===== config.mk =====
export PLATFORM = sky130hd
export DESIGN_NAME = multi_edge_detect
export DESIGN_NICKNAME = d
export VERILOG_FILES = /design/src/rtl/edge_pkg.sv /design/src/rtl/sync_debounce_channel.sv /design/src/rtl/multi_edge_detect.sv
export SDC_FILE = /design/constraint.sdc
export NUM_CORES = 1
export LEC_CHECK = 0
export BUFFER_PORTS_ARGS = -buffer_cell sky130_fd_sc_hd__buf_2
export CAP_MARGIN = 20
export CORE_UTILIZATION = 43
export CTS_CLUSTER_SIZE = 40
export DETAILED_ROUTE_END_ITERATION = 16
export GPL_TIMING_DRIVEN = 0
export HOLD_SLACK_MARGIN = 0.1
export PLACE_DENSITY = 0.72
export SYNTH_ARGS = -nofsm -noshare
export SYNTH_HDL_FRONTEND = slang
export SYNTH_HIERARCHICAL = 1
export SYNTH_SLANG_ARGS = --single-unit

===== constraint.sdc =====
create_clock -name clk -period 1.03 [get_ports clk]
set_input_delay 0.206 -clock clk [delete_from_list [all_inputs] [get_ports clk]]
set_output_delay 0.206 -clock clk [all_outputs]
set_load 0.1 [all_outputs]

===== src/rtl/edge_pkg.sv =====
// Shared types and helpers for the multi-channel edge detector.
// Provides the event-mode encoding, mode decode helpers and a
// parameter-legality function used for elaboration-time checks.
package edge_pkg;

   typedef enum logic [1:0] {
      EDGE_RISE = 2'b00,
      EDGE_FALL = 2'b01,
      EDGE_BOTH = 2'b10,
      EDGE_OFF  = 2'b11
   } edge_mode_t;

   // Mode selects rising edges as events
   function automatic logic rise_selected(edge_mode_t m);
      return (m == EDGE_RISE) || (m == EDGE_BOTH);
   endfunction

   // Mode selects falling edges as events
   function automatic logic fall_selected(edge_mode_t m);
      return (m == EDGE_FALL) || (m == EDGE_BOTH);
   endfunction

   // Legal parameter combination for the detector
   function automatic bit params_legal(int unsigned width,
                                       int unsigned sync_stages,
                                       int unsigned debounce_cycles);
      return (width >= 1) && (sync_stages >= 2) && (debounce_cycles >= 1);
   endfunction

endpackage


===== src/rtl/sync_debounce_channel.sv =====
// One input channel: synchroniser chain, debounce filter, registered
// edge pulses.
// Ports:
//   clk, nrst            clock, async active-low reset
//   din                  raw asynchronous input
//   level                debounced stable level (registered)
//   pos_edge, neg_edge   one-cycle pulses when level changes (registered)
//   pos_nxt_c, neg_nxt_c combinational next values of the pulses
module sync_debounce_channel #(
   parameter int unsigned SYNC_STAGES     = 2,
   parameter int unsigned DEBOUNCE_CYCLES = 1,
   parameter int unsigned CNT_W           = $clog2(DEBOUNCE_CYCLES + 1)
) (
   input  logic clk,
   input  logic nrst,
   input  logic din,
   output logic level,
   output logic pos_edge,
   output logic neg_edge,
   output logic pos_nxt_c,
   output logic neg_nxt_c
);

   localparam logic [CNT_W-1:0] CNT_LAST = CNT_W'(DEBOUNCE_CYCLES - 1);

   logic [SYNC_STAGES-1:0] sync_q;
   logic [CNT_W-1:0]       cnt_q;
   logic                   s;
   logic                   accept_c;

   assign s = sync_q[SYNC_STAGES-1];

   // Accept once the synced value has differed from level long enough
   assign accept_c  = (s != level) && (cnt_q == CNT_LAST);
   assign pos_nxt_c = accept_c & s;
   assign neg_nxt_c = accept_c & ~s;

   // Synchroniser, debounce counter, accepted level and pulses
   always_ff @(posedge clk or negedge nrst) begin
      if (!nrst) begin
         sync_q   <= '0;
         cnt_q    <= '0;
         level    <= 1'b0;
         pos_edge <= 1'b0;
         neg_edge <= 1'b0;
      end else begin
         sync_q <= {sync_q[SYNC_STAGES-2:0], din};
         if (s == level) begin
            // Agreement restarts the count, rejecting short glitches
            cnt_q <= '0;
         end else if (accept_c) begin
            level <= s;
            cnt_q <= '0;
         end else begin
            cnt_q <= cnt_q + CNT_W'(1);
         end
         pos_edge <= pos_nxt_c;
         neg_edge <= neg_nxt_c;
      end
   end

endmodule


===== src/rtl/multi_edge_detect.sv =====
// Multi-channel input conditioner: per-channel synchronise + debounce,
// edge pulses, mode-selected sticky event flags with per-channel clear.
// Ports:
//   clk, nrst            clock, async active-low reset
//   async_in[WIDTH]      raw asynchronous inputs
//   mode[2]              event select: 00 rise, 01 fall, 10 both, 11 off
//   clr[WIDTH]           sticky-flag clear pulses
//   level[WIDTH]         debounced levels
//   pos_edge, neg_edge   one-cycle edge pulses per channel
//   event_flag[WIDTH]    sticky event flags
//   any_event            OR of event_flag (combinational)
module multi_edge_detect
   import edge_pkg::*;
#(
   parameter  int unsigned WIDTH           = 4,
   parameter  int unsigned SYNC_STAGES     = 2,
   parameter  int unsigned DEBOUNCE_CYCLES = 1,
   localparam int unsigned CNT_W           = $clog2(DEBOUNCE_CYCLES + 1)
) (
   input  logic             clk,
   input  logic             nrst,
   input  logic [WIDTH-1:0] async_in,
   input  logic [1:0]       mode,
   input  logic [WIDTH-1:0] clr,
   output logic [WIDTH-1:0] level,
   output logic [WIDTH-1:0] pos_edge,
   output logic [WIDTH-1:0] neg_edge,
   output logic [WIDTH-1:0] event_flag,
   output logic             any_event
);

   if (!params_legal(WIDTH, SYNC_STAGES, DEBOUNCE_CYCLES)) begin : g_param_check
      $error("multi_edge_detect: illegal WIDTH=%0d SYNC_STAGES=%0d DEBOUNCE_CYCLES=%0d",
             WIDTH, SYNC_STAGES, DEBOUNCE_CYCLES);
   end

   logic [WIDTH-1:0] pos_nxt_c;
   logic [WIDTH-1:0] neg_nxt_c;
   logic [WIDTH-1:0] ev_c;
   edge_mode_t       mode_c;

   // Independent conditioning per channel
   for (genvar i = 0; i < WIDTH; i++) begin : g_ch
      sync_debounce_channel #(
         .SYNC_STAGES     (SYNC_STAGES),
         .DEBOUNCE_CYCLES (DEBOUNCE_CYCLES),
         .CNT_W           (CNT_W)
      ) u_ch (
         .clk       (clk),
         .nrst      (nrst),
         .din       (async_in[i]),
         .level     (level[i]),
         .pos_edge  (pos_edge[i]),
         .neg_edge  (neg_edge[i]),
         .pos_nxt_c (pos_nxt_c[i]),
         .neg_nxt_c (neg_nxt_c[i])
      );
   end

   assign mode_c = edge_mode_t'(mode);

   // Events use next-cycle pulses so flags rise together with the pulse
   assign ev_c = (pos_nxt_c & {WIDTH{rise_selected(mode_c)}})
               | (neg_nxt_c & {WIDTH{fall_selected(mode_c)}});

   // Sticky flags; a new event wins over a simultaneous clear
   always_ff @(posedge clk or negedge nrst) begin
      if (!nrst) begin
         event_flag <= '0;
      end else begin
         event_flag <= ev_c | (event_flag & ~clr);
      end
   end

   assign any_event = |event_flag;

endmodule


==> metrics.md <==
| Metric | Value |
|---|---|
| Status | complete, but fails checks |
| Failing checks | negative setup slack |
| Setup violations, final | 22 |
| Post-route insts no fill | 130 |
| Fmax | 593 MHz |
| ANT nets after route | 0 |
| Ys Warns | 6 |
| Final net count | 119 |
| Vias in the first global route | 666 |
| Register area share after synthesis | 73.8% |
| Worst min path class | input port to register |
| Most frequent cells in the layout | dfrtp_1, dfrtp_2, buf_6, buf_2, buf_12 |
| Final setup margin | -0.656 ns |
| Total grt overflow | 0 |
| Drt wl/cell | 15.1 um |
| Routability cong. | 0.649 |
| Root Driver | clkbuf_4 |
| Worst Clk Skew | 0.000948 ns |
| Die Span Y | 49.0 um |
| Fin crit period | 1.69 ns |
| First-pass GRT wire length | 3040 um |
| Post-synth top area share | 73.8% |
| CP Capture Type | output pin |
| Total CTS buffers | 3 |
| Fraction of layout cells with a size suffix above 1 | 68.0% |
| Die area | 0.00240 mm^2 |
| Post-synthesis cell count | 58 |
| Pin count of the biggest net entering global routing | 29 |
| Vias | 638 |
| Via density | 4.91 |
| DP Cell Count | 113 |
| Post-layout util | 78.9% |
| Post-DP Area | 0.00118 mm^2 |
| CP Launch Type | register |
| # port buffers | 28 |
| Reg-to-reg startpoint | g_ch[3].u_ch/level |
| Drt total wl | 1970 um |
| Ports | 29 |
| TritonCTS clock tree | yes |
| Worst-Skew Late Latency | 0.30 ns |
| P_leak | 0.735 nW |
| Mapped Avg Cell Area | 16.4 um^2 |
| R2r setup slk | -0.11 ns |
| Starting Density | 47.0% |
| Area contributors post-synth | dfrtp_1, mux2_4, nor3b_1 |
| Die W | 49.0 um |
| Slew margin rel. | 60.9% |
| Hold Fails Final Rpt | 0 |
| FF+latch count, synth | 28 |
| DR DRC count | 0 |
| Htree depth | 1 |
| CP required | 0.82 ns |
| Commonest non-fill, non-tap cell in the layout | dfrtp_1 |
| WS Path Type | register to output pin |
| Row cnt | 16 |
| Slew at the pin closest to its max-slew limit | 0.586 ns |
| Antenna Cells | 0 |
| Sink Count | 28 |
| Netlist cell types | 10 |
| Overall Power | 0.00266 W |
| Crit Path Max Fanout | 2 |
| Number of cells on the worst reg-to-reg path | 2 |
| Mapped Area | 950 um^2 |
| Hold EP | event_flag[0] |
| Worst hold start | clr[0] |
| Max IR drop VDD | 1.18 mV |
| Mapped Nets | 72 |
| All-Layer GR Usage | 17.1% |
| Max-cap violations | 0 |
| Pre-antenna DRT Iters | 4 |
| Fin. max-slew vios | 0 |
| Area delta synth->final | 68.0% |
| Final Cycle Share | 164% |
| Hold slack | 0.286 ns |
| Most area-hungry cell type in the Yosys netlist | dfrtp_1 |
| Initial DRC count | 7 |
| Core Box Area | 0.00202 mm^2 |
| CTS Buffer Depth | 2 |
| Worst EP arrival | 1.48 ns |
| RSZ-0062 raised after global routing | yes |
| Number of antenna violations at the first check in global routing | 0 |
| Clk pin slew, worst setup/hold paths | 0.13 ns |
| Reg2reg end | event_flag[3] |
| Final Cell Area | 0.00160 mm^2 |
| PD cells | 1670 mW/mm^2 |
| Hold depth | 3 |
## worst max path at each step
stage	start	to	slack (ns)	depth (start not counted)
final	event_flag[1]	any_event	-0.66	2
after global routing	event_flag[1]	any_event	-0.70	2
after CTS	event_flag[2]	any_event	-0.64	2
after detailed placement	event_flag[3]	any_event	-0.45	2
after global placement	event_flag[3]	any_event	-0.45	2
after floorplan	event_flag[3]	any_event	-0.53	1
## layer usage
metal	up-vias	share of wire [%]	global-route usage [%]	wire length, um
met3	2	4.2	3.12	83
met5	-	0	0	0
met1	325	43	22.2	844
met4	0	0.66	4.41	13
met2	23	52	29.6	1030
li1	288	-	-	-
## area by class of cell
type / count / area [um^2]
Multi-Input combinational cell: 28 / 329
Sequential cell: 28 / 733
Fill cell: 93 / 427
Tap cell: 27 / 33.8
Clock buffer: 3 / 22.5
Timing Repair Buffer: 42 / 469
Inverter: 2 / 7.51
## repair_timing
item | 4_1_cts | 5_1_grt
gates resized for setup | 60 | 10
gates cloned | 0 | 0
setup endpoints to repair | 21 | 24
setup buffers | 7 | 2
hold buffers | 5 | 0
pin swaps | 1 | 3
hold endpoints to repair | 32 | 0
## worst max-delay path, cell delays in order, from the launching register on
cell	delay (ns)
dfrtp_2	0.44
or4_4	0.55
buf_12	0.18
## cell usage after synthesis
cell type  instances
nor3b_1            8
conb_1             4
inv_1              2
a221o_1            4
or2_4              1
dfrtp_1           28
or4_1              1
mux2_4             4
ha_1               2
nor2b_1            4
## per-stage QoR
step           worst slack, ns  setup TNS (ns)
2_1_floorplan           -0.534           -1.35
3_3_place_gp            -0.446           -1.08
3_5_place_dp            -0.449           -1.22
4_1_cts                 -0.637           -3.01
5_1_grt                 -0.703           -4.18
6_report                -0.656           -3.30
## registers in the layout, indices dropped and copies added (netlist names)
register / count
g_ch.u_ch/level: 4
g_ch.u_ch/cnt_q: 4
g_ch.u_ch/sync_q: 8
event_flag: 4
g_ch.u_ch/neg_edge: 4
g_ch.u_ch/pos_edge: 4
## where the power goes
part	total [W]	switching [W]	internal [W]
Combinational	0.000976	0.000591	0.000385
Clock	0.000413	0.000277	0.000136
Sequential	0.00127	0.0000824	0.00119
## cell families after synthesis
logic type | count (synthesis) | share of synthesized area (%)
other cells | 4 | 1.58
mux | 4 | 6.32
simple gates | 14 | 10.7
compound gates | 4 | 4.22
fa+ha+maj | 2 | 2.63
buf+inv | 2 | 0.791
flops | 28 | 73.8
(Power assumes the default switching activity.)
